<file path="config.mk">
export PLATFORM = sky130hd
export DESIGN_NAME = adder_result_collector_flat
export DESIGN_NICKNAME = d
export VERILOG_FILES = /design/src/rtl/adder_result_collector_if.sv /design/src/rtl/adder_result_collector.sv /design/src/flat_wrapper.sv
export SDC_FILE = /design/constraint.sdc
export NUM_CORES = 1
export LEC_CHECK = 0
export CORE_MARGIN = 2
export CORE_UTILIZATION = 40
export DETAILED_ROUTE_END_ITERATION = 6
export GPL_TIMING_DRIVEN = 0
export RECOVER_POWER = 50
export SETUP_SLACK_MARGIN = 0.05
export SLEW_MARGIN = 20
export SYNTH_ARGS = -nofsm -noshare
export SYNTH_HDL_FRONTEND = slang
export SYNTH_SLANG_ARGS = --single-unit
</file>
<file path="constraint.sdc">
create_clock -name clk -period 2.8 [get_ports clk]
set_clock_uncertainty 0.15 [all_clocks]
set_input_delay 0.42 -clock clk [delete_from_list [all_inputs] [get_ports clk]]
set_output_delay 0.42 -clock clk [all_outputs]
set_load 0.005 [all_outputs]
</file>
<file path="src/rtl/adder_result_collector_if.sv">
// Handshake bundle between the pipelined adder, its issuer and the result consumer.
// The collector takes the slave view; the issuer/adder/consumer side takes the master view.
interface adder_result_collector_if #(
  parameter int SUM_W = 8,
  parameter int ACC_W = 16
);
  logic             issue;
  logic             issue_ok;
  logic             add_cout;
  logic [SUM_W-1:0] add_sum;
  logic             clr;
  logic             res_valid;
  logic             res_ready;
  logic [SUM_W:0]   res_data;
  logic [ACC_W-1:0] acc_out;
  logic             acc_wrap;
  logic             overflow;

  modport slave (
    input  issue, add_cout, add_sum, clr, res_ready,
    output issue_ok, res_valid, res_data, acc_out, acc_wrap, overflow
  );

  modport master (
    output issue, add_cout, add_sum, clr, res_ready,
    input  issue_ok, res_valid, res_data, acc_out, acc_wrap, overflow
  );
endinterface

</file>
<file path="src/rtl/adder_result_collector.sv">
// Collects {cout,sum} from a fixed-latency adder into a show-ahead FIFO,
// keeps a running accumulation and grants issue credit only when a slot is reserved.
module adder_result_collector #(
  parameter int SUM_W = 8,
  parameter int LAT   = 2,
  parameter int DEPTH = 4,
  parameter int ACC_W = 16
) (
  input logic                     clk,
  input logic                     rst_n,
  adder_result_collector_if.slave bus
);
  localparam int RW = SUM_W + 1;
  localparam int PW = $clog2(DEPTH);
  localparam int CW = PW + 1;
  localparam int KW = CW + $clog2(LAT + 1) + 1;

  logic [LAT-1:0] vld;
  logic [PW-1:0]  wr_ptr, rd_ptr;
  logic [CW-1:0]  count;
  logic [RW-1:0]  mem [DEPTH];
  logic [ACC_W-1:0] acc;
  logic           acc_wrap_q, overflow_q;

  logic           cap, pop, full, push_ok, drop;
  logic [RW-1:0]  res_word;
  logic [KW-1:0]  committed;
  logic [ACC_W:0] acc_sum;

  assign res_word = {bus.add_cout, bus.add_sum};
  assign cap      = vld[LAT-1];
  assign full     = (count == CW'(DEPTH));
  assign pop      = bus.res_valid & bus.res_ready;
  assign push_ok  = cap & (~full | pop);
  assign drop     = cap & full & ~pop;

  // Every stage of vld holds a result that already owns a slot, including the
  // one being captured now, so the credit never looks at this cycle's issue.
  always_comb begin
    committed = KW'(count);
    for (int i = 0; i < LAT; i++) committed = committed + KW'(vld[i]);
    if (pop) committed = committed - KW'(1);
  end

  assign bus.issue_ok  = (committed < KW'(DEPTH));
  assign bus.res_valid = (count != '0);
  assign bus.res_data  = mem[rd_ptr];
  assign bus.acc_out   = acc;
  assign bus.acc_wrap  = acc_wrap_q;
  assign bus.overflow  = overflow_q;

  always_ff @(posedge clk or negedge rst_n) begin
    if (!rst_n) begin
      vld        <= '0;
      wr_ptr     <= '0;
      rd_ptr     <= '0;
      count      <= '0;
      overflow_q <= 1'b0;
      for (int i = 0; i < DEPTH; i++) mem[i] <= '0;
    end else begin
      vld <= {vld[LAT-2:0], bus.issue};
      if (push_ok) begin
        mem[wr_ptr] <= res_word;
        wr_ptr      <= wr_ptr + PW'(1);
      end
      if (pop) rd_ptr <= rd_ptr + PW'(1);
      if (push_ok && !pop)      count <= count + CW'(1);
      else if (!push_ok && pop) count <= count - CW'(1);
      if (drop) overflow_q <= 1'b1;
    end
  end

  assign acc_sum = {1'b0, acc} + (ACC_W + 1)'(res_word);

  // Dropped results still count toward the accumulation.
  always_ff @(posedge clk or negedge rst_n) begin
    if (!rst_n) begin
      acc        <= '0;
      acc_wrap_q <= 1'b0;
    end else if (bus.clr) begin
      acc        <= cap ? ACC_W'(res_word) : '0;
      acc_wrap_q <= 1'b0;
    end else if (cap) begin
      acc        <= acc_sum[ACC_W-1:0];
      acc_wrap_q <= acc_wrap_q | acc_sum[ACC_W];
    end
  end
endmodule

</file>
<file path="src/flat_wrapper.sv">
// flat-port wrapper written by rule: the top's interface ports become plain ports
module adder_result_collector_flat 
#(
  parameter int SUM_W = 8,
  parameter int LAT   = 2,
  parameter int DEPTH = 4,
  parameter int ACC_W = 16
)
  (clk, rst_n, bus_issue, bus_add_cout, bus_add_sum, bus_clr, bus_res_ready, bus_issue_ok, bus_res_valid, bus_res_data, bus_acc_out, bus_acc_wrap, bus_overflow);
  adder_result_collector_if #(.SUM_W(SUM_W), .ACC_W(ACC_W)) bus_i ();
  input logic clk;
  input logic rst_n;
  input wire logic [$bits(bus_i.issue)-1:0] bus_issue;
  input wire logic [$bits(bus_i.add_cout)-1:0] bus_add_cout;
  input wire logic [$bits(bus_i.add_sum)-1:0] bus_add_sum;
  input wire logic [$bits(bus_i.clr)-1:0] bus_clr;
  input wire logic [$bits(bus_i.res_ready)-1:0] bus_res_ready;
  output wire logic [$bits(bus_i.issue_ok)-1:0] bus_issue_ok;
  output wire logic [$bits(bus_i.res_valid)-1:0] bus_res_valid;
  output wire logic [$bits(bus_i.res_data)-1:0] bus_res_data;
  output wire logic [$bits(bus_i.acc_out)-1:0] bus_acc_out;
  output wire logic [$bits(bus_i.acc_wrap)-1:0] bus_acc_wrap;
  output wire logic [$bits(bus_i.overflow)-1:0] bus_overflow;
  assign bus_i.issue = bus_issue;
  assign bus_i.add_cout = bus_add_cout;
  assign bus_i.add_sum = bus_add_sum;
  assign bus_i.clr = bus_clr;
  assign bus_i.res_ready = bus_res_ready;
  assign bus_issue_ok = bus_i.issue_ok;
  assign bus_res_valid = bus_i.res_valid;
  assign bus_res_data = bus_i.res_data;
  assign bus_acc_out = bus_i.acc_out;
  assign bus_acc_wrap = bus_i.acc_wrap;
  assign bus_overflow = bus_i.overflow;
  adder_result_collector #(.SUM_W(SUM_W), .LAT(LAT), .DEPTH(DEPTH), .ACC_W(ACC_W)) u_core (.clk(clk), .rst_n(rst_n), .bus(bus_i));
endmodule
</file>
==> run_results.csv, run 1 <==
group,metric,value,unit
global_route,grt_antenna_before_repair,0,
place,place_area,3880,sq um
sta,drv_slew,0,
synthesis,synthCells,265,
critical_path,crit_chain,"ha_4 -> ha_4 -> ha_2 -> xnor2_2 -> xnor2_2 -> xnor2_1 -> a211oi_2 -> buf_2",
floorplanning,start_util,0.407,
route,drt_first_pass_iters,4,
route,dr.first_iter.drc_count,71,
global_route,grt_pass1_wl,11600,um
clocking,cts_buffers,9,
critical_path,cp_data_arrival_time,2.11,ns
synthesis,synth_fp_nets,299,
synthesis,netlist_area,3310,sq um
synthesis,yosysSeqAreaShare,0.476,
place,placed_cells,413,
critical_path,worst_path_max_delay_cell,"dfrtp_1",
sta,hold_slack,0.327,ns
floorplanning,die_h,95.0,um
place,gp_congestion,0.822,
pwr,total_power,3.98,mW
floorplanning,io_pins,43,
job,cap_violations,0,
floorplanning,coreArea,8130,sq um
route,antenna_left,0,
synthesis,synth_cell_types,42,
critical_path,cpPeakStageDelay,0.43,ns
pwr,power_switching,1.27,mW
place,post-place-ws,-0.353,ns
finish,syn_to_final_growth,24.4,%
sta,finalSetupViolCount,0,
sta,hold_viol,0,
clocking,clk_pin_slew,0.07,ns
pwr,seq_power_share,0.382,
sta,worstMarginPinSlew,1.46,ns
clocking,clock_sinks,63,
clocking,clockBufferDepth,2,
global_route,grt_max_degree,40,
critical_path,cp_top_family,"adder cells",
place,hpwl,5010,um
pwr,p_comb_frac,0.443,
pwr,ir_worst_vdd,491,uV
pwr,swShare,0.319,
global_route,gr-usage-all-layers,0.172,
synthesis,yosys-top-cells-area,"dfrtp_1 48%, mux2_2 13%, ha_1 6.8%",
critical_path,crit_fanout,3,
pwr,p_int,2.71,mW
synthesis,yosys_warnings,0,
critical_path,crit_buf_inv,1,
finish,drive_gt1_frac,0.271,
clocking,cts_root_buffer,"clkbuf_8",
finish,fin_nets,354,
outcome,status,"completed",
finish,antenna_cells,0,
synthesis,synth.avg_cell_area,12.5,sq um
sta,finalSetupTns,0,ns
pwr,clkPwrFrac,0.174,
finish,postLayoutCoreUtil,0.507,
route,drt_wl_total,7040,um
floorplanning,fp-row-count,33,
pwr,power_density,965,nW/um^2
route,avgViaCountPerCell,5.20,
finish,fillCellCount,735,
sta,period_needed,2.68,ns
sta,rsz0062_at_grt,"yes",
place,io_buffers,42,
synthesis,ys_seq_elements,63,
pwr,leakage,1.71,nW
critical_path,crit_path_start_kind,"register",
clocking,htreeDepth,3,
route,drc_errors,0,
sta,max_freq,374,MHz
critical_path,critical_path_required,2.23,ns
min_path,worstHoldPathType,"register to register",
floorplanning,dieArea,9030,sq um
sta,setup_slack,0.125,ns
clocking,clock_latency,0.34,ns
finish,final_cell_area,4120,sq um
floorplanning,dieWidth,95.0,um
route,wl_per_cell,16.4,um
clocking,cts_tree,"done",
global_route,overflow,0,
finish,final_cells,430,
synthesis,netlist.area_leader.share,0.476,
sta,period_share,0.955,
route,vias,2234,
critical_path,path_class,"register to output pin",
synthesis,yosys.area.top_type,"dfrtp_1",
global_route,first_global_vias,2283,
sta,slew_headroom,0.0294,
critical_path,worst_setup_path_end_kind,"output pin",
==> power by group through the flow <==
stage          clock (mW)  sequential, mW  combinational [mW]
4_1_cts             0.724            1.49                1.79
2_1_floorplan           0            1.44                1.14
6_report            0.694            1.52                1.76
3_5_place_dp            0            1.50                1.76
3_3_place_gp            0            1.49                1.72
5_1_grt             0.767            1.57                1.95
==> worst reg2reg max path: stages (launching register included) <==
cell and delay, ns:
dfrtp_1 0.39, ha_1 0.24, fa_1 0.43, a211oi_1 0.27
nor2_1 0.16, a2111oi_4 0.42, nor3_1 0.13, xnor2_1 0.16
nor2_1 0.05
==> cells in the mapped netlist <==
master     instances
o21a_1             1
mux2i_1            2
fa_1               2
buf_2              1
mux4_2             9
nor4b_2            1
o211ai_1           1
a31oi_4            1
or4_1              2
xor2_1             6
mux2_2            37
a311o_2            1
nor4b_1            1
a31o_2             1
nor2b_2            1
dfrtp_1           63
o21ai_0           13
nor2_1            14
nand2_2            4
nor2b_1            2
ha_1              18
nand3_1            4
and3_1             4
a21boi_0           1
and4b_1            1
o31ai_1            1
clkbuf_1           4
nand2_1           14
xnor2_1           13
inv_1              6
a21o_1             1
nor3_1             4
a2111oi_4          1
a21o_2             1
a31oi_1            2
a21oi_1           13
and2_1             1
a211oi_1           6
or3_1              4
nor2_4             1
maj3_1             1
inv_2              1
==> cell families (layout without fill, tap and decap cells) <==
family / count (synthesis) / after routing / share of synthesized area
adder cells (fa/ha/maj): 21 / 21 / 0.0831
XOR/XNOR: 19 / 19 / 0.0502
buffers and inverters: 12 / 72 / 0.0140
multiplexers: 48 / 48 / 0.193
AO/OA/AOI/OAI: 44 / 44 / 0.0914
AND/OR/NAND/NOR: 58 / 58 / 0.0929
flip-flops: 63 / 63 / 0.476
==> placed cells by master (no fill, tap or decap), types with 2 or more instances in the layout <==
cell,instances
mux2i_1,2
nand3_1,4
mux4_2,9
clkinv_2,4
mux2_2,37
xor2_1,6
ha_4,2
nor2_1,14
clkdlybuf4s50_1,37
dlygate4sd3_1,2
or3_1,4
and3_1,4
o21ai_0,13
xnor2_2,2
nand2_2,4
or4_1,2
a31oi_1,2
dfrtp_1,62
a21oi_1,13
inv_1,6
a211oi_1,5
fa_1,2
clkbuf_8,10
xnor2_1,11
nor2b_1,2
clkbuf_1,4
nand2_1,14
ha_2,2
nor3_1,3
ha_1,14
==> sequential cells by signal, indices dropped and copies added (netlist names) <==
register	flops
u_core.bus.acc_wrap	1
u_core.bus.acc_out	16
u_core.count	3
u_core.wr_ptr	2
u_core.rd_ptr	2
u_core.bus.overflow	1
u_core.mem	36
u_core.vld	2
==> final cells by class <==
type	instances	area, sq um	share of cell area
inverter	7	26.3	0.00637
timing repair buffer	45	448	0.109
buffer	4	18.8	0.00455
clock buffer	10	138	0.0334
multi-input combinational	190	1750	0.424
sequential	63	1580	0.383
clock inverter	6	36.3	0.00880
tap	105	131	0.0319
==> path summary, 6_finish.rpt <==
check,start,end,slack [ns],cells past startpoint
min in group asynchronous,rst_n,u_core.mem[19],0.80,2
min,u_core.vld[0],u_core.vld[1],0.33,0
max in group asynchronous,rst_n,u_core.count[0],0.82,3
max reg2reg,u_core.bus.acc_out[0],u_core.bus.acc_out[14],0.27,8
max,u_core.vld[0],bus_issue_ok,0.12,8
min reg2reg,u_core.vld[0],u_core.vld[1],0.33,0
==> metal layers <==
layer / vias to the layer above / wire, um / global-route usage
li1: 1081 / - / -
met4: 0 / 163 / 0.0664
met2: 51 / 3300 / 0.273
met5: - / 0 / 0
met1: 1090 / 3250 / 0.220
met3: 12 / 332 / 0.0561
==> what timing repair did <==
| action | CTS | global route |
|---|---|---|
| setup buffers | 1 | 0 |
| resized for setup | 11 | 6 |
| hold endpoints to repair | 24 | 0 |
| endpoints found under the setup margin | 4 | 11 |
| hold buffers | 1 | 0 |
| pin swaps | 6 | 3 |
Note: power is estimated with default switching activity, not from simulation.
==> run 2: changes to the inputs <==
- CORE_ASPECT_RATIO: unset -> 0.9
==> run_results.csv, run 2 (synthesis results as in run 1) <==
group,metric,value,unit
global_route,grt_antenna_before_repair,0,
critical_path,crit_chain,"ha_4 -> ha_4 -> ha_4 -> xnor2_2 -> xnor2_1 -> xnor2_1 -> a211oi_1 -> buf_2",
floorplanning,dieArea,9030,sq um
route,drc_errors,0,
min_path,min_delay_path_depth,1,
floorplanning,start_util,0.413,
floorplanning,die_h,90.4,um
critical_path,r2r_slack,0.27,ns
route,drt_first_pass_iters,4,
route,wl_per_cell,16.8,um
pwr,leakage,1.72,nW
floorplanning,coreArea,8030,sq um
place,post-place-ws,-0.340,ns
global_route,overflow,0,
critical_path,critical_path_required,2.23,ns
clocking,cts_root_buffer,"clkbuf_8",
floorplanning,dieWidth,100,um
sta,setup_slack,0.120,ns
place,io_buffers,42,
place,gp_congestion,0.773,
place,placed_cells,407,
critical_path,path_class,"register to output pin",
route,vias,2267,
sta,slew_headroom,0.184,
sta,hold_viol,0,
route,antenna_left,0,
finish,final_common_cell,"dfrtp_1",
critical_path,crit_fanout,3,
global_route,gr-usage-all-layers,0.173,
route,dr.first_iter.drc_count,120,
route,drt_wl_total,7130,um
finish,antenna_cells,0,
outcome,status,"completed",
place,place_area,3880,sq um
finish,drive_gt1_frac,0.267,
clocking,cts_buffers,9,
sta,period_needed,2.68,ns
sta,hold_slack,0.319,ns
finish,final_cell_area,4170,sq um
finish,regMostFlops,"u_core.mem",
sta,period_share,0.957,
critical_path,rr_worst_depth,8,
global_route,grt_pass1_wl,12100,um
finish,largest_reg_flops,36,
sta,rsz0062_at_grt,"yes",
critical_path,worst_path_max_delay_cell,"dfrtp_1",
place,hpwl,4990,um
sta,finalSetupTns,0,ns
finish,syn_to_final_growth,25.7,%
clocking,clockBufferDepth,2,
critical_path,crit_buf_inv,1,
clocking,clock_latency,0.34,ns
global_route,first_global_vias,2327,
route,avgViaCountPerCell,5.33,
critical_path,worst_setup_path_end_kind,"output pin",
critical_path,cp_top_family,"adder cells",
min_path,hold_path_end,"u_core.bus.overflow",
critical_path,r2r_start,"u_core.bus.acc_out[0]",
finish,fin_nets,355,
clocking,clk_pin_slew,0.07,ns
sta,drv_slew,0,
pwr,power_density,1010,nW/um^2
finish,final_cell_mix,"62 x dfrtp_1, 37 x mux2_2, 37 x clkdlybuf4s50_1",
global_route,grt_max_degree,43,
pwr,total_power,4.20,mW
sta,finalSetupViolCount,0,
floorplanning,io_pins,43,
critical_path,crit_path_start_kind,"register",
finish,postLayoutCoreUtil,0.519,
critical_path,crit_top_cell,"ha_4",
critical_path,cp_data_arrival_time,2.11,ns
finish,final_cells,425,
job,cap_violations,0,
clocking,htreeDepth,3,
critical_path,cpPeakStageDelay,0.43,ns
pwr,ir_worst_vdd,466,uV
floorplanning,fp-row-count,31,
critical_path,rr_endpoint,"u_core.bus.acc_out[14]",
sta,worstMarginPinSlew,1.22,ns
finish,fillCellCount,685,
min_path,worstHoldPathType,"register to register",
min_path,hp-start,"u_core.bus.overflow",
clocking,clock_sinks,63,
sta,max_freq,373,MHz
clocking,cts_tree,"done",
run 2: layout make-up:
cell class                      instances  area [sq um]  area share
Tap cell                               99           124      0.0297
Inverter                                7          26.3     0.00631
Buffer                                  5          20.0     0.00481
Sequential cell                        63          1580       0.379
Multi-Input combinational cell        190          1750       0.421
Timing Repair Buffer                   45           435       0.105
Clock buffer                           10           138      0.0330
Clock inverter                          6          92.6      0.0222
run 2: worst max path at each step:
stage / start / endpoint / slack [ns] / cells past startpoint
floorplan: u_core.count[0] / bus_issue_ok / 0.48 / 7
global placement: rst_n / u_core.bus.acc_out[12] / -1.0 / 1
detailed placement: bus_add_sum[0] / u_core.bus.acc_out[10] / -0.34 / 9
CTS: u_core.count[0] / bus_issue_ok / 0.02 / 8
global route: u_core.vld[0] / bus_issue_ok / -0.02 / 8
finish: u_core.vld[0] / bus_issue_ok / 0.12 / 8
run 2: power breakdown:
group	internal, mW	switching, mW	total (mW)	leakage (nW)
Clock	0.530	0.375	0.905	0.109
Combinational	1.10	0.703	1.81	0.846
Sequential	1.27	0.220	1.49	0.765
run 2: what timing repair did:
action                     CTS  global route
setup endpoints to repair    4             4
gates cloned                 0             0
hold endpoints to repair    21             0
buffers inserted             1             0
hold buffers                 1             0
pin swaps                    4             5
resized for setup           11             5
run 2: per-layer routing:
metal / track usage / routed length [um] / vias up
met5: 0 / 0 / -
met4: 0.0434 / 65 / 0
met3: 0.0542 / 339 / 7
met2: 0.259 / 3210 / 38
met1: 0.246 / 3510 / 1136
li1: - / - / 1086
run 2: worst reg2reg max path, cell delays in order, from the launching register on:
cell,delay [ns]
dfrtp_1,0.40
ha_1,0.24
fa_1,0.43
a211oi_1,0.27
nor2_1,0.17
a2111oi_4,0.41
nor3_1,0.12
xnor2_1,0.16
nor2_1,0.06
==> run 3: changes to the inputs <==
- GPL_TIMING_DRIVEN: 0 -> unset
==> run_results.csv, run 3 (synthesis results as in run 1) <==
group,metric,value,unit
job,cap_violations,0,
route,avgViaCountPerCell,5.32,
finish,postLayoutCoreUtil,0.529,
finish,regMostFlops,"u_core.mem",
critical_path,cp_data_arrival_time,2.12,ns
route,drc_errors,0,
clocking,cts_root_buffer,"clkbuf_8",
clocking,clk_pin_slew,0.07,ns
clocking,clock_sinks,63,
pwr,total_power,4.20,mW
sta,slew_headroom,0.208,
finish,final_common_cell,"dfrtp_1",
critical_path,crit_path_start_kind,"register",
critical_path,worst_setup_path_end_kind,"output pin",
outcome,status,"completed",
finish,fin_nets,367,
critical_path,path_class,"register to output pin",
floorplanning,die_h,90.4,um
global_route,first_global_vias,2491,
sta,period_share,0.962,
finish,largest_reg_flops,36,
pwr,ir_worst_vdd,635,uV
clocking,cts_tree,"done",
clocking,clockBufferDepth,2,
floorplanning,fp-row-count,31,
sta,hold_viol,0,
sta,period_needed,2.69,ns
clocking,cts_buffers,9,
global_route,grt_max_degree,25,
place,gp_congestion,0.767,
finish,fillCellCount,718,
route,antenna_left,0,
clocking,clock_latency,0.34,ns
pwr,leakage,1.79,nW
floorplanning,dieWidth,100,um
finish,antenna_cells,0,
critical_path,crit_fanout,3,
floorplanning,coreArea,8030,sq um
route,drt_wl_total,7310,um
floorplanning,io_pins,43,
place,io_buffers,42,
min_path,worstHoldPathType,"register to register",
pwr,power_density,989,nW/um^2
critical_path,critical_path_required,2.23,ns
floorplanning,start_util,0.413,
sta,drv_slew,0,
clocking,post_cts_buffers,0,
sta,worstMarginPinSlew,1.19,ns
finish,drive_gt1_frac,0.296,
global_route,overflow,0,
floorplanning,dieArea,9030,sq um
sta,max_freq,371,MHz
finish,syn_to_final_growth,28.2,%
clocking,htreeDepth,3,
sta,rsz0062_at_grt,"yes",
route,dr.first_iter.drc_count,83,
place,hpwl,5310,um
global_route,grt_pass1_wl,12500,um
route,drt_first_pass_iters,4,
global_route,gr-usage-all-layers,0.180,
route,wl_per_cell,16.7,um
global_route,grt_antenna_before_repair,0,
finish,final_cell_mix,"63 x dfrtp_1, 37 x mux2_2, 33 x clkdlybuf4s50_1",
route,vias,2325,
sta,finalSetupViolCount,0,
[run 3: path summary, 6_finish.rpt]
kind,startpoint,endpoint,slack (ns),depth (start not counted)
worst max-delay path,u_core.vld[0],bus_issue_ok,0.11,8
worst min-delay path,u_core.bus.overflow,u_core.bus.overflow,0.32,1
worst max register to register,u_core.count[0],u_core.count[2],0.34,9
worst min register to register,u_core.bus.overflow,u_core.bus.overflow,0.32,1
max in group asynchronous,rst_n,u_core.bus.acc_out[13],0.57,3
min in group asynchronous,rst_n,u_core.mem[3],0.69,2
[run 3: power breakdown]
| part | switching (mW) | leakage [nW] | internal (mW) |
|---|---|---|---|
| sequential | 0.259 | 0.766 | 1.26 |
| combinational | 0.684 | 0.911 | 1.11 |
| clock | 0.375 | 0.114 | 0.504 |
| total | 1.32 | 1.79 | 2.88 |
[run 3: layout make-up]
| cell class | instances | area, sq um | area share |
|---|---|---|---|
| Clock buffer | 9 | 124 | 0.0292 |
| Clock inverter | 7 | 96.3 | 0.0227 |
| Inverter | 7 | 26.3 | 0.00619 |
| Multi-Input combinational cell | 190 | 1750 | 0.412 |
| Sequential cell | 63 | 1580 | 0.371 |
| Tap cell | 99 | 124 | 0.0292 |
| Timing Repair Buffer | 62 | 549 | 0.129 |
[run 3: through the flow]
step                instance area, sq um  setup slack [ns]  TNS (ns)  std cells  hold slack [ns]
global placement                    3980            -0.124    -0.395        420            0.253
CTS                                 4260            0.0723         0        437            0.330
global route                        4250           -0.0177   -0.0177        437            0.340
detailed placement                  3980            -0.117    -0.350        420            0.253
floorplan                           3310             0.482         0        265          -0.0256
finish                              4250             0.106         0        437            0.319
[run 3: metal layers]
metal / share of wire / wire length (um) / up-vias / GRT usage
met1: 0.48 / 3490 / 1168 / 0.241
li1: - / - / 1105 / -
met3: 0.040 / 292 / 6 / 0.0542
met2: 0.47 / 3460 / 46 / 0.288
met5: 0 / 0 / - / 0
met4: 0.0096 / 70 / 0 / 0.0445
[run 3: what timing repair did]
item / 4_1_cts / 5_1_grt
hold buffers: 1 / 0
endpoints found under the hold margin: 20 / 0
pin swaps: 6 / 2
resized for setup: 13 / 0
endpoints found under the setup margin: 1 / 1
[run 3: worst max-delay path, stage by stage (launching register included)]
cell and delay [ns]:
dfrtp_1 0.43, ha_4 0.26, ha_4 0.17, ha_4 0.16
xnor2_2 0.13, xnor2_1 0.20, xnor2_1 0.10, a211oi_1 0.20
buf_2 0.15
